===== config.mk =====
export PLATFORM = sky130hd
export DESIGN_NAME = pwm_capture
export DESIGN_NICKNAME = d
export VERILOG_FILES = /design/src/rtl/pwm_capture.sv
export SDC_FILE = /design/constraint.sdc
export NUM_CORES = 1
export LEC_CHECK = 0
export BUFFER_PORTS_ARGS = -buffer_cell sky130_fd_sc_hd__buf_2
export CAP_MARGIN = 20
export CORE_MARGIN = 2
export CORE_UTILIZATION = 63
export DETAILED_ROUTE_END_ITERATION = 10
export MAX_ROUTING_LAYER = met4
export PLACE_DENSITY_LB_ADDON = 0.15
export SYNTH_ARGS = -nofsm -noshare
export SYNTH_HDL_FRONTEND = slang
export SYNTH_SLANG_ARGS = --single-unit
export TNS_END_PERCENT = 1

===== constraint.sdc =====
create_clock -name CLOCK_50 -period 4 [get_ports CLOCK_50]
set_input_delay 0.8 -clock CLOCK_50 [delete_from_list [all_inputs] [get_ports CLOCK_50]]
set_output_delay 0.8 -clock CLOCK_50 [all_outputs]
set_load 0.005 [all_outputs]

===== src/rtl/pwm_capture.sv =====
// pwm_capture: measures an external PWM signal and reports its period, its high
// time and its duty cycle on a 0..PWM_S_CNT scale. This is the same scale as the
// LED PWM on_time values, so a measured duty can drive an LED PWM directly. A dead
// input, stuck high or stuck low, is reported through timeout.
//
// Ports
//   CLOCK_50   in   1       system clock
//   RESET      in   1       synchronous, active-high reset
//   pwm_in     in   1       asynchronous PWM input
//   duty       out  DUTY_W  last measured duty, 0..PWM_S_CNT
//   period     out  CNT_W   last measured period, in clock cycles
//   high_time  out  CNT_W   last measured high time, in clock cycles
//   valid      out  1       one-cycle pulse when duty/period/high_time update
//   timeout    out  1       level: no rising edge for TIMEOUT_CYC cycles
//   overrun    out  1       one-cycle pulse: a period was dropped during a divide
//
// Build option
//   GLITCH_FILTER_EN  when defined, the synchronized input must hold a new level
//                     for FILTER_LEN consecutive samples before it is accepted.
//                     This adds FILTER_LEN cycles of edge latency. When undefined,
//                     every one-cycle pulse counts as an edge.
//
// Timing: valid rises DUTY_W+1 clocks after the clock edge that samples a rise.
// Rising edges closer together than DUTY_W+2 cycles overlap a divide and are
// dropped, and overrun flags each dropped edge.

module pwm_capture #(
  parameter int unsigned PWM_S_CNT   = 200,
  parameter int unsigned DUTY_W      = 8,
  parameter int unsigned CNT_W       = 20,
  parameter int unsigned TIMEOUT_CYC = 1000000,
  parameter int unsigned FILTER_LEN  = 4
) (
  input  logic              CLOCK_50,
  input  logic              RESET,
  input  logic              pwm_in,
  output logic [DUTY_W-1:0] duty,
  output logic [CNT_W-1:0]  period,
  output logic [CNT_W-1:0]  high_time,
  output logic              valid,
  output logic              timeout,
  output logic              overrun
);

  localparam int unsigned NUM_W     = CNT_W + DUTY_W;
  localparam int unsigned DIV_CNT_W = $clog2(DUTY_W + 1);

  localparam logic [CNT_W-1:0]     CNT_MAX   = '1;
  localparam logic [CNT_W-1:0]     CNT_ONE   = CNT_W'(1);
  localparam logic [CNT_W-1:0]     TO_LAST   = CNT_W'(TIMEOUT_CYC - 1);
  localparam logic [DUTY_W-1:0]    DUTY_FULL = DUTY_W'(PWM_S_CNT);
  localparam logic [DIV_CNT_W-1:0] DIV_LAST  = DIV_CNT_W'(DUTY_W);

  // Elaboration-time guard on the parameter set.
  if (FILTER_LEN == 0 || PWM_S_CNT >= (2 ** DUTY_W)) begin : g_bad_params
    $error("pwm_capture: FILTER_LEN must be >0 and PWM_S_CNT < 2**DUTY_W");
  end

  // ---------------------------------------------------------------------------
  // Input synchronizer
  // ---------------------------------------------------------------------------
  logic sync1;
  logic sync2;

  always_ff @(posedge CLOCK_50) begin
    if (RESET) begin
      sync1 <= 1'b0;
      sync2 <= 1'b0;
    end else begin
      sync1 <= pwm_in;
      sync2 <= sync1;
    end
  end

  // ---------------------------------------------------------------------------
  // Accepted input level s
  // ---------------------------------------------------------------------------
  logic s;

`ifdef GLITCH_FILTER_EN
  localparam int unsigned FLT_W = $clog2(FILTER_LEN + 1);

  logic [FLT_W-1:0] flt_cnt;

  // flt_cnt counts consecutive samples that differ from s. Any sample that
  // agrees with s sets the count back to 0, so a short glitch is dropped.
  always_ff @(posedge CLOCK_50) begin
    if (RESET) begin
      s       <= 1'b0;
      flt_cnt <= '0;
    end else if (sync2 == s) begin
      flt_cnt <= '0;
    end else if (flt_cnt == FLT_W'(FILTER_LEN - 1)) begin
      s       <= sync2;
      flt_cnt <= '0;
    end else begin
      flt_cnt <= flt_cnt + FLT_W'(1);
    end
  end
`else
  assign s = sync2;
`endif

  // ---------------------------------------------------------------------------
  // Rising-edge detector
  // ---------------------------------------------------------------------------
  logic s_prev;
  logic rise_c;

  assign rise_c = s & ~s_prev;

  // ---------------------------------------------------------------------------
  // Measurement datapath helpers
  // ---------------------------------------------------------------------------
  typedef enum logic [1:0] {
    IDLE    = 2'd0,
    MEASURE = 2'd1,
    DIVIDE  = 2'd2
  } state_t;

  state_t                state;
  logic [CNT_W-1:0]      per_cnt;
  logic [CNT_W-1:0]      hi_cnt;
  logic [CNT_W-1:0]      idle_cnt;
  logic [CNT_W-1:0]      per_l;
  logic [CNT_W-1:0]      hi_l;
  logic [CNT_W-1:0]      rem;
  logic [DUTY_W-1:0]     sh;
  logic [DUTY_W-1:0]     quo;
  logic [DIV_CNT_W-1:0]  div_cnt;

  logic [CNT_W-1:0]      per_inc_c;
  logic [CNT_W-1:0]      hi_inc_c;
  logic [CNT_W-1:0]      idle_inc_c;
  logic [NUM_W-1:0]      num_c;
  logic [CNT_W:0]        trial_c;
  logic [CNT_W:0]        dvs_c;
  logic                  ge_c;
  logic [CNT_W-1:0]      rem_nxt_c;

  // Saturating increments. per_inc_c is also the period latched at a rise,
  // which covers the rise cycle itself.
  assign per_inc_c  = (per_cnt == CNT_MAX) ? per_cnt : per_cnt + CNT_ONE;
  assign hi_inc_c   = (s && (hi_cnt != CNT_MAX)) ? hi_cnt + CNT_ONE : hi_cnt;
  assign idle_inc_c = (idle_cnt == CNT_MAX) ? idle_cnt : idle_cnt + CNT_ONE;

  // Dividend: the high time scaled to the duty full-scale.
  assign num_c = NUM_W'(hi_cnt) * NUM_W'(PWM_S_CNT);

  // One restoring-divide step. rem stays below per_l, so the result of the
  // trial subtraction always fits back in CNT_W bits.
  assign trial_c   = {rem, sh[DUTY_W-1]};
  assign dvs_c     = {1'b0, per_l};
  assign ge_c      = (trial_c >= dvs_c);
  assign rem_nxt_c = ge_c ? CNT_W'(trial_c - dvs_c) : trial_c[CNT_W-1:0];

  // ---------------------------------------------------------------------------
  // Control FSM, counters, divider and registered outputs
  // ---------------------------------------------------------------------------
  always_ff @(posedge CLOCK_50) begin
    if (RESET) begin
      state     <= IDLE;
      s_prev    <= 1'b0;
      per_cnt   <= '0;
      hi_cnt    <= '0;
      idle_cnt  <= '0;
      per_l     <= '0;
      hi_l      <= '0;
      rem       <= '0;
      sh        <= '0;
      quo       <= '0;
      div_cnt   <= '0;
      duty      <= '0;
      period    <= '0;
      high_time <= '0;
      valid     <= 1'b0;
      timeout   <= 1'b0;
      overrun   <= 1'b0;
    end else begin
      valid   <= 1'b0;
      overrun <= 1'b0;
      s_prev  <= s;

      case (state)
        // Wait for the first rise; the partial period before it is discarded.
        IDLE: begin
          if (rise_c) begin
            // The rise cycle is the first high cycle of the new period.
            per_cnt  <= '0;
            hi_cnt   <= CNT_ONE;
            idle_cnt <= '0;
            timeout  <= 1'b0;
            state    <= MEASURE;
          end else begin
            idle_cnt <= idle_inc_c;
            // Only the first timeout after reset comes from here. After a
            // timeout from MEASURE, timeout is already set, so it does not fire again.
            if (!timeout && (idle_cnt == TO_LAST)) begin
              timeout   <= 1'b1;
              duty      <= s ? DUTY_FULL : '0;
              period    <= '0;
              high_time <= '0;
              valid     <= 1'b1;
            end
          end
        end

        // Count the period and the high time until the next rise or a timeout.
        MEASURE: begin
          if (rise_c) begin
            per_l   <= per_inc_c;
            hi_l    <= hi_cnt;
            rem     <= num_c[NUM_W-1:DUTY_W];
            sh      <= num_c[DUTY_W-1:0];
            quo     <= '0;
            div_cnt <= '0;
            per_cnt <= '0;
            hi_cnt  <= CNT_ONE;
            timeout <= 1'b0;
            state   <= DIVIDE;
          end else if (per_cnt == TO_LAST) begin
            timeout   <= 1'b1;
            duty      <= s ? DUTY_FULL : '0;
            period    <= '0;
            high_time <= '0;
            valid     <= 1'b1;
            idle_cnt  <= '0;
            state     <= IDLE;
          end else begin
            per_cnt <= per_inc_c;
            hi_cnt  <= hi_inc_c;
          end
        end

        // DUTY_W quotient steps, then one cycle that loads the outputs. The
        // counters keep running, and a rise here drops the period that just ended.
        DIVIDE: begin
          if (rise_c) begin
            per_cnt <= '0;
            hi_cnt  <= CNT_ONE;
            overrun <= 1'b1;
          end else begin
            per_cnt <= per_inc_c;
            hi_cnt  <= hi_inc_c;
          end

          if (div_cnt == DIV_LAST) begin
            duty      <= quo;
            period    <= per_l;
            high_time <= hi_l;
            valid     <= 1'b1;
            state     <= MEASURE;
          end else begin
            rem     <= rem_nxt_c;
            sh      <= {sh[DUTY_W-2:0], 1'b0};
            quo     <= {quo[DUTY_W-2:0], ge_c};
            div_cnt <= div_cnt + DIV_CNT_W'(1);
          end
        end

        default: state <= IDLE;
      endcase
    end
  end

endmodule

Yosys cells after proc, flatten, opt, wreduce, memory -nomap -nowiden:

Index checks and enable logic that the tools add are counted.

* reductions and logical operators: 15
* eq/ne operators: 20
* divide/modulo/power cells: 0
* muxes and demuxes: 60
* bitwise logic cells: 3
* shift-type cells: 0
* order comparisons: 1
* multipliers: 1
* add/subtract/negate cells: 5

Operators by type and width (number)
* $mux 20: 21
* $pmux 20 s3: 4
* $eq 20x20->1 const B: 4
* $mux 8: 10
* $pmux 20 s2: 2
* $add 20x1->20 const B: 3
* $pmux 8 s2: 2
* $mul 20x5->25 const B: 1
* $pmux 8 s3: 1
* $ge 21x20->1: 1
* $ne 20x20->1 const B: 1
* $sub 20x20->20: 1
* $ne 2x2->1 const B: 8
* $ne 3x3->1 const B: 4
* $reduce_and 3->1: 4
* $mux 1: 10
* $mux 2: 4
* $mux 4: 2
* $pmux 4 s2: 1
* $pmux 2 s3: 1
* $reduce_and 6->1: 1
* $add 4x1->4 const B: 1
* $eq 4x4->1 const B: 1
* $reduce_and 4->1: 1
* other kinds (13): 16

* output and inout port bits: 51
* memory bits (read-only): 0
* logic and storage cells: 124
* input bits: 3
* bits in writable memories: 0
* latch bits: 0
* memories kept: 0
* bits in registers: 196

Logic depth before layout (Yosys ltp):

Gate-level depths: netlist of the first run.

* depth in word-level cells: 6
* depth in mapped cells: 14
* depth with buffers taken out: 13

Least setup slack after synthesis of the first run:

Ideal clock, no wire load.

* path kind: reg-to-reg
* start point: reg hi_cnt[6]
* end point: reg rem[19]
* data arrival time: 3.427 ns
* path buffers: 0
* data required time: 3.886 ns
* setup time: 0.114 ns
* period minus slack after synthesis: 3.542 ns
* setup slack: 0.458 ns
* cell stages (with the launch flop): 14
* cells stage by stage: dfxtp_1 > ha_1 > ha_1 > inv_1 > fa_1 > inv_1 > ha_1 > or3_1 > o21bai_1 > a311o_1 > a21boi_1 > o21ai_0 > xnor2_1 > a2111oi_0

* cells in the longest elaborated chain, start to end: 3

Ends and longest elaborated chain
* from (decl): line 123 `logic [CNT_W-1:0] hi_cnt;`
* from (signal assigned): line 231 `hi_cnt <= hi_inc_c;`
* from (signal assigned): line 244 `hi_cnt <= hi_inc_c;`
* $mul 20x5->25: line 148 `assign num_c = NUM_W'(hi_cnt) * NUM_W'(PWM_S_CNT);`
* $mux 20: line 210 `if (rise_c) begin`
* $pmux 20 s2: line 184 `case (state)`
* to (signal assigned): line 213 `rem <= num_c[NUM_W-1:DUTY_W];`
* to (signal assigned): line 254 `rem <= rem_nxt_c;`
* to (decl): line 127 `logic [CNT_W-1:0] rem;`

Every way passes these cells. The select of a mux whose other input is x is not followed.
A chain may end at the register's enable or synchronous reset.

Worst setup path in the final report of the first run:

* start point: reg hi_cnt[15]
* end point: reg rem[18]

Same word-level chain as after synthesis.

==> results list, run 1 <==
* Result of the run: complete, no violations
- The initial utilization of the core area, before any placement, comes to 64.8%.
- Total number of placement rows: 49
* Number of iterations in the first detailed-routing pass: 6
- Nets: 1552
- Overall die area: 0.0197 mm2
* Worst hold-check path type: flop to flop
* Unique masters post-synth: 89
* Final setup viols: 0
- Among all flip-flop cells after synthesis, the most frequent one is dfxtp_1.
- After clock tree synthesis, the clock-pin slew on the worst setup and hold paths is 0.08 ns.
- The cell area that synthesis handed to floorplanning was 0.0117 mm2.
- All-layer global routing usage: 33.8%
- Post-Route WL: 32100 um
* Overflow after GRT: 0
- IR analysis of the VDD net gives a maximum drop of 299 uV.
* Count of antenna-violating nets left after detailed routing: 0
- Of the cells placed in the final design, the portion with a size suffix greater than 1 is 10.1%.
- Initial DRC Count: 882
- Asr flop ratio synth: 0%
- Once the clock tree was built, the resizer swapped 0 gates to a different size.
* Drt drc: 0
* Synthesis warning total: 0
- During placement, the flow inserted port buffers numbering 53.
* Global-route wire length before repair: 51900 um
- The worst setup path is launched from a flop.
- Clock latency at the later pin of the worst-skew pair: 0.44 ns
- Die W: 140 um
* Antenna diode count: 0
* Chip Height: 140 um
* Ratio of final minimum period to clock period: 94.2%
* Final Non-Filler Cells: 1682
* Final-layout setup total negative slack: 0 ns
- Maximum count of clock buffers along a single path: 2
- Power density over cell area: 369 mW/mm2
* Number of buffers inserted for hold repair after clock tree synthesis: 0
* Post-place setup slack: 0.187 ns
* Placed cells: 1650
* Count of fill cells added during filler insertion: 1447
- HPWL Detailed: 23700 um
* Finished Core Util: 70.3%
* Number of antenna violations at the first check in global routing: 0
- Synthesis produced 1424 cells.
* F_max: 265 MHz
- Count of flip-flops with a built-in enable after synthesis: 0
* TritonCTS clock tree: done
- CTS placed an instance of clkbuf_16 at the clock tree root.
- Max capacitance violation total: 0
- Area Growth Syn to Fin: 8.46%
- For the worst setup path, the data required time is 4.29 ns.
- Subtracting the final worst setup slack from the clock period gives 3.77 ns.
- Vias/cell: 6.29
- Leakage: 5.29 nW
- Routability-driven placement finished with a final weighted congestion of 0.986.
- The clock arrives with 0.00917 ns of skew.
- During I/O placement, the number of pins put on the boundary was 54.
- For the pin with the worst max-slew slack, the measured transition is 0.995 ns.
- Per-cell routed wire length: 19.1 um
- Register bit total from synthesis: 193
- TritonCTS created 17 clock buffers.
- CTS H-tree depth: 4
* Buffers inserted by post-CTS timing repair: 0
* Commonest cells after routing, fill and taps aside: dfxtp_1 (192), nand2_1 (136), a21oi_1 (114)
* Max-slew violation count: 0
- The number of endpoints with negative hold slack in the final report is 0.
- The worst setup path is of the flop to flop kind.
- Largest net degree at the start of global routing: 69
- Worst slew margin: 33.1%
* Syn Area/Cell: 8.24 um2
- Critical Path Sink Type: flop
* Core area: 0.0181 mm2
* Synthesized netlist net count: 1536
- Post-route worst setup slack: 0.233 ns
- Sequential share of the synthesized area: 32.9%
* Most common library cell in the layout ignoring fill and taps: dfxtp_1
- For the worst setup path, the data arrival time is 4.06 ns.
* Count of vias placed by the detailed router: 10600
- CP max FO: 5
* Clock sink total: 193
- Via count of the first global-routing pass: 9867
- Setup repair after global routing left no endpoint under its margin.
## flip-flops by register name (all words and copies together), names as in the netlist, 20 cells and up
signal	cells
per_cnt	20
per_l	20
hi_l	20
period	20
high_time	20
idle_cnt	20
hi_cnt	20
rem	20
## cell families (layout without fill, tap and decap cells)
kind of cell	after synthesis	in the layout	synth area share, %
muxes	11	11	0.949
xor gates and xnor gates	65	65	4.85
AOI/OAI and AO/OA	389	389	22.3
adders and majority gates	109	109	12.7
and+or+nand+nor	471	471	19.9
buffers and inverters	186	215	6.44
DFF	193	193	32.9
## synthesized netlist by cell type (all sizes together), types with 5 or more instances
cell / number / area share [%]
a311oi: 10 / 0.75
a22o: 37 / 2.8
o21a: 9 / 0.58
nand2b: 5 / 0.27
xnor2: 44 / 3.3
a2111oi: 5 / 0.43
fa: 16 / 2.7
a21oi: 116 / 5.0
inv: 111 / 3.6
o31ai: 8 / 0.55
a211oi: 27 / 1.8
a21o: 12 / 0.77
or2: 7 / 0.37
nor3b: 7 / 0.45
o21ai: 78 / 3.3
o21bai: 8 / 0.51
a22oi: 12 / 0.77
nand4: 20 / 1.1
nor2b: 10 / 0.53
nor4: 5 / 0.39
and3: 21 / 1.1
and2: 10 / 0.54
clkbuf: 53 / 1.7
nor2: 118 / 4.1
a31o: 7 / 0.52
nor3: 36 / 1.6
ha: 93 / 9.9
mux2i: 10 / 0.85
and4: 6 / 0.46
dfxtp: 193 / 33
nand3b: 10 / 0.64
nand3: 56 / 2.5
a31oi: 8 / 0.43
o211ai: 11 / 0.70
or3: 12 / 0.64
nand2: 136 / 4.4
xor2: 21 / 1.6
buf: 21 / 1.2
## stage by stage
stage	cell area (um2)	total power, mW	hold slack (ns)
2_1_floorplan	11700	2.72	0.414
3_3_place_gp	12100	2.96	0.428
3_5_place_dp	12100	2.97	0.430
4_1_cts	12700	4.68	0.443
5_1_grt	12700	4.87	0.455
6_report	12700	4.69	0.435
## per-layer routing
metal  up-vias  global-route usage [%]  share of wire [%]
met2       370                    53.3                 46
met3        59                    4.58                5.6
met5         -                       -                  0
met1      5038                    44.3                 44
li1       5119                       -                  -
met4         0                    13.1                3.8
## worst max-delay path: stages (launching register included)
cell and delay (ns):
dfxtp_1 0.43, ha_1 0.27, ha_1 0.28, inv_1 0.05, fa_1 0.49, inv_1 0.04, ha_1 0.32, a2111oi_0 0.53
o21ai_0 0.20, a31oi_1 0.23, o21bai_1 0.13, or4_1 0.48, nand3_1 0.09, o32ai_1 0.08
## area by class of cell
class | count | area [um2] | share of cell area (%)
Sequential cell | 193 | 3860 | 30.4
Timing Repair Buffer | 71 | 403 | 3.17
Clock inverter | 15 | 183 | 1.44
Inverter | 112 | 420 | 3.30
Tap cell | 229 | 287 | 2.25
Clock buffer | 17 | 425 | 3.34
Multi-Input combinational cell | 1045 | 7140 | 56.1
## where the power goes
part / internal, mW / switching [mW] / total (mW)
sequential: 1.96 / 0.0378 / 2.00
clock: 0.853 / 0.886 / 1.74
combinational: 0.300 / 0.656 / 0.955
## final timing paths
path / start / to / slack, ns / cells past startpoint
hold reg to reg: sync1 / s / 0.43 / 1
setup reg to reg: hi_cnt[15] / rem[18] / 0.23 / 13
hold / removal: sync1 / s / 0.43 / 1
setup / recovery: hi_cnt[15] / rem[18] / 0.23 / 13
Note: power is estimated with default switching activity, not from simulation.
==> run 2, diff against run 1 <==
==> constraint.sdc (replaced) <==
create_clock -name CLOCK_50 -period 4.2 [get_ports CLOCK_50]
set_input_delay 0.84 -clock CLOCK_50 [delete_from_list [all_inputs] [get_ports CLOCK_50]]
set_output_delay 0.84 -clock CLOCK_50 [all_outputs]
set_load 0.005 [all_outputs]
==> run 2 against run 1 <==
Combinational power fell by 4.6%. Global-route usage fell by 0.073 points. Critical path depth did not move. Sequential power fell by 5%. Via count fell by 1.1%. Sequential share of layout area rose by 0.071 points. Clock power fell by 5%. First-iteration DRC count rose by 13%. Flip-flop and latch count did not move. Clock skew rose by 0.0024 ns. Worst setup slack improved by 0.10 ns. Final area fell by 0.27%. Highest routed layer unchanged.
==> results list, run 2 (same netlist as run 1, synthesis figures left out) <==
* Number of antenna violations at the first check in global routing: 0
- Compared with the post-synthesis result, the final layout area differs by 8.17%.
* Overflow after GRT: 0
* Total cell area at the placement stage: 0.0121 mm2
- The via count of the first global-routing pass came to 9982.
- In this run, placement finished with an instance count of 1645.
- After detailed routing, the number of remaining DRC violations is 0.
- The initial utilization of the core area, before any placement, comes to 64.8%.
* Delay of the slowest critical-path stage: 0.50 ns
- Minimum clock period after layout: 3.87 ns
- Ratio of final minimum period to clock period: 92.1%
- Count of vias placed by the detailed router: 10500
- The clock arrives with 0.0116 ns of skew.
- The worst setup path is of the flop to flop kind.
* Global-route wire length before repair: 51900 um
- Tracing the worst setup path back leads to its startpoint at hi_cnt[6].
* Final Non-Filler Cells: 1677
* Maximum count of clock buffers along a single path: 2
* Leakage: 5.27 nW
- CTS built an H-tree with a depth of 4.
- Row generation in the floorplan step produced 49 rows.
* RSZ-0062 raised after global routing: no
* Chip Height: 140 um
- Slowest stage cell on the critical path: fa_1
- Global routing used 43.6% of the available met1 tracks.
- I/O pin count: 54
- The path class of the tightest hold or removal check is flop to flop.
- After detailed routing, the average wire length per cell comes to 18.9 um.
- Required time worst endpoint: 4.54 ns
- The congestion estimate from routability-driven global placement came to 0.963.
- The number of antenna diodes in the final layout is 0.
* Fraction of met3 tracks used by global routing: 5.33%
- Number of hold-slack violations in the final timing report: 0
- Global-route layer with the greatest usage: met2
- Count of antenna-violating nets left after detailed routing: 0
- Clock latency at the later pin of the worst-skew pair: 0.45 ns
- For the worst flop-to-flop path, the logic depth is 13.
* Cell depth of the worst hold path: 1
- Nets: 1547
- The number of pins exceeding their max-slew limit in the final report came to 0.
- Max capacitance violation total: 0
- Cell seen most often among critical-path stages: ha_1
* Vias/cell: 6.25
- The die covers 0.0197 mm2.
- Cell-by-cell listing of the critical path: ha_1 -> ha_1 -> inv_1 -> fa_1 -> inv_1 -> ha_1 -> or3_1 -> o21bai_1 -> a311o_1 -> a21boi_1 -> o21ai_0 -> xnor2_1 -> a2111oi_0
- In this run the critical register-to-register path is launched from hi_cnt[6].
- Total power for the finished layout comes to 4.46 mW.
- The first TritonRoute pass finished after 5 iterations.
- After the first detailed-routing iteration, the DRC count stood at 1001.
- In this run, CTS created clock tree buffers numbering 17.
* Worst slew margin: 28.6%
* Arrival time at the worst endpoint: 4.20 ns
* Worst ir drop on vdd: 293 uV
- After routing the design area is 0.0127 mm2.
- Global Route met2 Usage: 53.4%
- Port buffering added 53 buffers.
* Die W: 140 um
- TritonCTS clock tree: done
* Post-CTS clock slew at the launch and capture registers of the worst setup and hold paths: 0.08 ns
- Clock sink total: 193
- Final setup viols: 0
- CP max FO: 5
- The worst setup path is launched from a flop.
* Hold_sp: sync1
- Most common library cell in the layout ignoring fill and taps: dfxtp_1
- F_max: 259 MHz
* Largest net degree at the start of global routing: 66
* Final-layout setup total negative slack: 0 ns
* Commonest cells after routing, fill and taps aside: dfxtp_1 (193), nand2_1 (136), a21oi_1 (114)
- In the global route stage, overall resource usage came out at 33.7%.
* Post-Route WL: 31600 um
- The floorplan step defined a core boundary enclosing 0.0181 mm2.
- Buffers inserted by post-CTS timing repair: 0
- Worst hold margin: 0.440 ns
- Critical Path Sink Type: flop
- The flow ran to the end, and the final reports show no timing, DRC or antenna violations.
* Cell at the root of the clock tree: clkbuf_16
- At the pin with the least slew margin, the transition time is 1.06 ns.
- Dividing total power by cell area gives a power density of 352 mW/mm2.
- In the final layout, the share of cells above drive strength 1 is 9.53%.
* HPWL Detailed: 23200 um
==> run 2: path summary, 6_finish.rpt <==
kind,to,slack [ns]
max reg2reg,rem[19],0.33
max,rem[19],0.33
min,s,0.44
min reg2reg,s,0.44
==> run 2: timing repair <==
action,in CTS,in global routing
resized for setup,0,1
hold buffers,0,0
setup endpoints to repair,0,1
==> run 2: where the power goes <==
| group | leakage, nW | internal (mW) | switching [mW] | total, mW |
|---|---|---|---|---|
| combinational | 3.42 | 0.283 | 0.627 | 0.911 |
| sequential | 1.56 | 1.87 | 0.0343 | 1.90 |
| clock | 0.296 | 0.810 | 0.842 | 1.65 |
| total | 5.27 | 2.96 | 1.50 | 4.46 |
==> run 2: through the flow <==
step / utilization, % / setup WS, ns
2_1_floorplan: - / 0.658
3_3_place_gp: 66.7 / 0.456
3_5_place_dp: 66.7 / 0.368
4_1_cts: 70.1 / 0.370
5_1_grt: 70.1 / 0.0161
6_report: 70.1 / 0.333
==> run 2: area by class of cell <==
cell class	count	area [um2]
clock inverters	15	189
flip-flops and latches	193	3860
repair buffers	66	378
multi-input cells	1045	7120
fillers	1499	5400
clock buffers	17	425
well taps	229	287
inverters	112	420
==> run 2: worst max-delay path, delay by kind of cell (launching register included) <==
kind | cells | cell delay [ns]
AOI/OAI and AO/OA | 5 | 1.37
adders and majority gates | 4 | 1.29
DFF | 1 | 0.47
and+or+nand+nor | 1 | 0.39
xor gates and xnor gates | 1 | 0.15
buffers and inverters | 2 | 0.09
==> run 2: per-layer routing <==
layer / share of wire [%] / wire length, um
met1: 46 / 14500
met2: 46 / 14500
met3: 4.9 / 1540
met4: 3.5 / 1110
met5: 0 / 0
